**src/rtl/fixed_mul_seq.sv**
```systemverilog
// fixed_mul_seq: signed QI.Q sequential shift-add multiplier with rounding, saturation and valid/ready handshake
module fixed_mul_seq #(
  parameter int N = 32,
  parameter int Q = 16,
  parameter int R = 1
) (
  input  logic         clk_i,
  input  logic         rst_i,
  input  logic         valid_i,
  output logic         ready_o,
  input  logic [N-1:0] opA_i,
  input  logic [N-1:0] opB_i,
  input  logic         round_i,
  output logic         valid_o,
  input  logic         ready_i,
  output logic [N-1:0] result_o,
  output logic         ovf_o,
  output logic         busy_o
);
  localparam int S = N / R;
  localparam int CW = $clog2(S + 1);
  localparam int HS = (Q > 0) ? Q - 1 : 0;
  localparam logic [1:0] IDLE = 2'd0, RUN = 2'd1, FIX = 2'd2, DONE = 2'd3;
  localparam logic [2*N:0] HALF = (Q > 0) ? ((2*N+1)'(1) << HS) : '0;
  localparam logic [2*N:0] PMAX = {{(N+2){1'b0}}, {(N-1){1'b1}}};
  localparam logic [2*N:0] NMAX = PMAX + (2*N+1)'(1);

  if ((N % R) != 0 || Q >= N || Q < 0) begin : g_bad_params
    $error("fixed_mul_seq: N must be a multiple of R and 0 <= Q < N");
  end

  logic [1:0]     state_q, state_d;
  logic [2*N-1:0] a_q, a_d, acc_q, acc_d;
  logic [N-1:0]   b_q, b_d, res_q, res_d, abs_a, abs_b;
  logic [CW-1:0]  cnt_q, cnt_d;
  logic           sgn_q, sgn_d, rnd_q, rnd_d, ovf_q, ovf_d;
  logic [2*N:0]   sum, m;

  assign ready_o  = state_q == IDLE;
  assign valid_o  = state_q == DONE;
  assign busy_o   = state_q != IDLE;
  assign result_o = res_q;
  assign ovf_o    = ovf_q;

  // magnitudes of incoming operands and the rounded, rescaled product magnitude
  always_comb begin
    abs_a = opA_i[N-1] ? -opA_i : opA_i;
    abs_b = opB_i[N-1] ? -opB_i : opB_i;
    sum   = {1'b0, acc_q} + (rnd_q ? HALF : '0);
    m     = sum >> Q;
  end

  // FSM and datapath next-state: accept, shift-add R bits per cycle, round/saturate, hold for consumer
  always_comb begin
    state_d = state_q;
    a_d     = a_q;
    b_d     = b_q;
    acc_d   = acc_q;
    cnt_d   = cnt_q;
    sgn_d   = sgn_q;
    rnd_d   = rnd_q;
    res_d   = res_q;
    ovf_d   = ovf_q;
    case (state_q)
      IDLE: if (valid_i) begin
        a_d     = {{N{1'b0}}, abs_a};
        b_d     = abs_b;
        sgn_d   = opA_i[N-1] ^ opB_i[N-1];
        rnd_d   = round_i;
        acc_d   = '0;
        cnt_d   = CW'(S - 1);
        state_d = RUN;
      end
      RUN: begin
        acc_d   = acc_q + a_q * (2*N)'(b_q[R-1:0]);
        a_d     = a_q << R;
        b_d     = b_q >> R;
        cnt_d   = (cnt_q == '0) ? '0 : cnt_q - CW'(1);
        state_d = (cnt_q == '0) ? FIX : RUN;
      end
      FIX: begin
        res_d   = sgn_q ? ((m > NMAX) ? {1'b1, {(N-1){1'b0}}} : -m[N-1:0])
                        : ((m > PMAX) ? {1'b0, {(N-1){1'b1}}} : m[N-1:0]);
        ovf_d   = sgn_q ? (m > NMAX) : (m > PMAX);
        state_d = DONE;
      end
      DONE: state_d = ready_i ? IDLE : DONE;
    endcase
  end

  // state registers with synchronous reset that aborts any operation in flight
  always_ff @(posedge clk_i) begin
    if (rst_i) begin
      state_q <= IDLE;
      a_q     <= '0;
      b_q     <= '0;
      acc_q   <= '0;
      cnt_q   <= '0;
      sgn_q   <= 1'b0;
      rnd_q   <= 1'b0;
      res_q   <= '0;
      ovf_q   <= 1'b0;
    end else begin
      state_q <= state_d;
      a_q     <= a_d;
      b_q     <= b_d;
      acc_q   <= acc_d;
      cnt_q   <= cnt_d;
      sgn_q   <= sgn_d;
      rnd_q   <= rnd_d;
      res_q   <= res_d;
      ovf_q   <= ovf_d;
    end
  end
endmodule

```
**config.mk**
```make
export PLATFORM = sky130hd
export DESIGN_NAME = fixed_mul_seq
export DESIGN_NICKNAME = d
export VERILOG_FILES = /design/src/rtl/fixed_mul_seq.sv
export SDC_FILE = /design/constraint.sdc
export NUM_CORES = 1
export LEC_CHECK = 0
export CAP_MARGIN = 20
export CORE_ASPECT_RATIO = 0.75
export CORE_MARGIN = 1.5
export CORE_UTILIZATION = 45
export CTS_BUF_LIST = sky130_fd_sc_hd__clkbuf_4
export DETAILED_ROUTE_END_ITERATION = 6
export GPL_ROUTABILITY_DRIVEN = 0
export PLACE_DENSITY = 0.65
export SETUP_SLACK_MARGIN = 0.4
export SYNTH_ARGS = -nofsm -noshare
export SYNTH_HDL_FRONTEND = slang
export SYNTH_SLANG_ARGS = --single-unit
```
**constraint.sdc**
```tcl
create_clock -name clk_i -period 6.15 [get_ports clk_i]
set_input_delay 1.23 -clock clk_i [delete_from_list [all_inputs] [get_ports clk_i]]
set_output_delay 1.23 -clock clk_i [all_outputs]
set_load 0.02 [all_outputs]
```
==> impl_metrics.json <==
{
  "critPathMaxFanout": 24,
  "regToRegStartpoint": "b_q[0]",
  "synth_fa_ha_area_share_pct": 5.85,
  "numCtsBuffers": 53,
  "htreeDepth": 2,
  "power_frac_comb_pct": 21.7,
  "synth.avg_cell_area_sq_um": 7.39,
  "synth_fp_nets": 2183,
  "power_density_nw_per_um2": 196,
  "p_sw_share_pct": 32.9,
  "synth-main-ff-cell": "dfxtp_1",
  "first_pass_iters": 7,
  "intPower_mw": 2.22,
  "arrival_ns": 5.28,
  "vdd_drop_max_v": 0.000153,
  "seqPwrFrac_pct": 44.4,
  "ys_types": 76,
  "drt_iter0_markers": 1207,
  "setup_viol": 0,
  "fin_setup_tns_ns": 0,
  "start_util_pct": 46.1,
  "p_switching_mw": 1.09,
  "synth_warnings": 0,
  "synth-compound-area-share_pct": 25.1,
  "timing.final.crit_period_ns": 4.69,
  "ant_nets": 0,
  "antenna_found_initial": 1,
  "rsz0062_at_grt": "false",
  "synth_top_family_by_area": "simple AND/OR/NAND/NOR gates",
  "clockBufferDepth": 3,
  "dp_hpwl_microns": 30300,
  "grt_pass1_vias": 14000,
  "die_area_sq_um": 34700,
  "synthSimpleGateAreaFrac_pct": 27.9,
  "crit_top_cell": "nand2_1",
  "clk_pin_slew_ns": 0.06,
  "io_pins": 105,
  "overflow": 0,
  "synth_area_sq_um": 15100,
  "synth_edf_count": 0,
  "cts.sinks": 203,
  "final_nets": 2213,
  "drive_gt1_share_pct": 5.78,
  "power.share.clock_pct": 33.8,
  "cap_violations": 0,
  "min_path_type": "register to register",
  "nFillCells": 3235,
  "p_leak_nw": 6.38,
  "wl_per_cell_microns": 16.4,
  "fin_crit_sh_pct": 76.3,
  "max_stage_delay_ns": 0.84,
  "cts_resized": 0,
  "crit_family": "compound AO/OA/AOI/OAI gates",
  "synth_xor_xnor_area_share_pct": 8.53,
  "hold_buffers": 0,
  "clock_latency_ns": 0.70,
  "cp_cell_sequence": "buf_4 > and2_1 > ha_1 > nand2_1 > a2111oi_0 > o211ai_1 > nand2_1 > a211oi_1 > o21ai_0 > a2111oi_1 > clkbuf_2 > o41ai_1 > mux2i_1 > nand3_1",
  "min_from": "a_q[61]",
  "ys_ff_latch": 203,
  "startpoint": "b_q[0]",
  "grt_max_degree": 109,
  "grt_pass1_wl_microns": 70200,
  "clock-root-buffer": "clkbuf_4",
  "relSlewSlack_pct": 28.2,
  "port_buffers": 104,
  "die_height_microns": 162,
  "fmax_ghz": 0.213,
  "drcViolationCount": 0,
  "core_area_sq_um": 32700,
  "cp-end-kind": "register",
  "required_ns": 6.73,
  "die_width_microns": 215,
  "final_util_pct": 51.5,
  "vias": 15200,
  "routed_wl_microns": 41900,
  "hold_violations": 0,
  "syn2layout_area_growth_pct": 11.7,
  "yosysSeqAreaShare_pct": 26.9,
  "num_rows": 57,
  "routed_via_density": 5.95,
  "synth_mux_area_share_pct": 0.936,
  "critPathKind": "register to register",
  "track_usage_pct": 23.9,
  "drv_slew": 0,
  "crit_buf_inv": 2,
  "tightest_slew_ns": 1.07,
  "ys_async_sr_fraction_pct": 0,
  "cts_setup_buffers": 0,
  "finClkSkew_ns": 0.0273,
  "status": "finished, final reports clean",
  "cpMaxStageDelayCell": "dfxtp_1",
  "postSynthCellCount": 2044,
  "cts_tree": "built",
  "cp-start-kind": "register"
}
## power by group through the flow
stage          registers, mW  clock network, mW  logic [mW]
2_1_floorplan           1.49                  0       0.478
3_3_place_gp            1.50                  0       0.706
3_5_place_dp            1.50                  0       0.718
4_1_cts                 1.47               1.16       0.720
5_1_grt                 1.48               1.23       0.796
6_report                1.47               1.12       0.718
## Yosys cell counts, types with 34 or more instances
master / count / area [sq um]
a21oi_1: 199 / 996
o21ai_0: 105 / 526
xnor2_1: 95 / 832
a22oi_1: 53 / 398
xor2_1: 52 / 455
a21o_1: 41 / 308
ha_1: 69 / 863
nand2_1: 239 / 897
nand3_1: 119 / 596
nor3_1: 60 / 300
dfxtp_1: 203 / 4060
nand4_1: 36 / 225
and2_1: 80 / 500
clkbuf_1: 110 / 413
nor2_1: 146 / 548
inv_1: 34 / 128
## worst reg2reg max path, stage by stage (launching register included)
cell	delay, ns
dfxtp_1	0.84
buf_4	0.35
and2_1	0.15
ha_1	0.20
nand2_1	0.12
a2111oi_0	0.81
o211ai_1	0.23
nand2_1	0.20
a211oi_1	0.14
o21ai_0	0.44
a2111oi_1	0.22
clkbuf_2	0.19
o41ai_1	0.37
mux2i_1	0.25
nand3_1	0.09
## cell usage in the layout, fill, tap and decap left out, types with 10 or more instances in the layout
master / instances
o21ai_0: 105
mux2i_1: 13
clkbuf_4: 75
a311oi_1: 16
nand3_1: 119
nand2_1: 238
o41ai_1: 12
o211ai_1: 11
xor2_1: 52
nand4_1: 36
nand2b_1: 10
nor4_1: 25
o21bai_1: 16
clkdlybuf4s50_1: 103
clkinv_1: 15
inv_1: 34
o31ai_1: 21
a21o_1: 41
nor3_1: 59
ha_1: 69
nor2b_1: 12
and2_1: 79
buf_4: 13
or3_1: 24
and4_1: 16
a22oi_1: 53
a31oi_1: 11
and3_1: 22
a211oi_1: 21
xnor2_1: 95
a21oi_1: 199
dfxtp_1: 203
or4_1: 17
nor2_1: 145
a221oi_1: 21
o21a_1: 10
## registers in the layout (all words and copies together) (netlist names)
name,cells
b_q,32
result_o,32
acc_q,64
rnd_q,1
state_q,2
a_q,64
cnt_q,6
sgn_q,1
ovf_o,1
## final timing paths
check,slack (ns),endpoint,depth (start not counted)
min,0.46,a_q[62],2
max,1.46,acc_q[43],14
max reg2reg,1.46,acc_q[43],14
min reg2reg,0.46,a_q[62],2
## cell families (layout without fill, tap and decap cells)
kind of cell / count (synthesis) / in the layout
AO/OA/AOI/OAI: 592 / 592
multiplexers: 14 / 14
buffers and inverters: 177 / 243
XOR/XNOR: 147 / 147
adder cells (fa/ha/maj): 70 / 70
AND/OR/NAND/NOR: 841 / 841
flip-flops: 203 / 203
other: 0 / 1
## metrics by stage
step	setup WS (ns)	hold WS [ns]	instances	power (mW)	cell area, sq um
global route	0.963	0.479	2553	3.51	16900
finish	1.46	0.459	2553	3.30	16900
CTS	1.50	0.460	2551	3.35	16900
floorplan	2.21	0.441	2044	1.97	15100
global placement	1.33	0.452	2460	2.20	16200
detailed placement	1.27	0.455	2460	2.21	16200
## routing by layer
metal | up-vias | routed length, microns | track usage (%)
met1 | 7111 | 20300 | 33.8
met3 | 63 | 2750 | 3.95
met5 | - | 0 | 0
li1 | 7570 | - | -
met2 | 438 | 18100 | 37.9
met4 | 0 | 702 | 5.86
## cell type report
| type | count | area (sq um) | area share [%] |
|---|---|---|---|
| multi-input cells | 1664 | 10400 | 61.4 |
| flip-flops and latches | 203 | 4060 | 24.1 |
| repair buffers | 118 | 1140 | 6.79 |
| clock buffers | 75 | 563 | 3.34 |
| well taps | 442 | 553 | 3.28 |
| inverters | 34 | 128 | 0.756 |
| clock inverters | 16 | 60.1 | 0.356 |
| diodes | 1 | 2.50 | 0.0148 |
(Power assumes the default switching activity.)
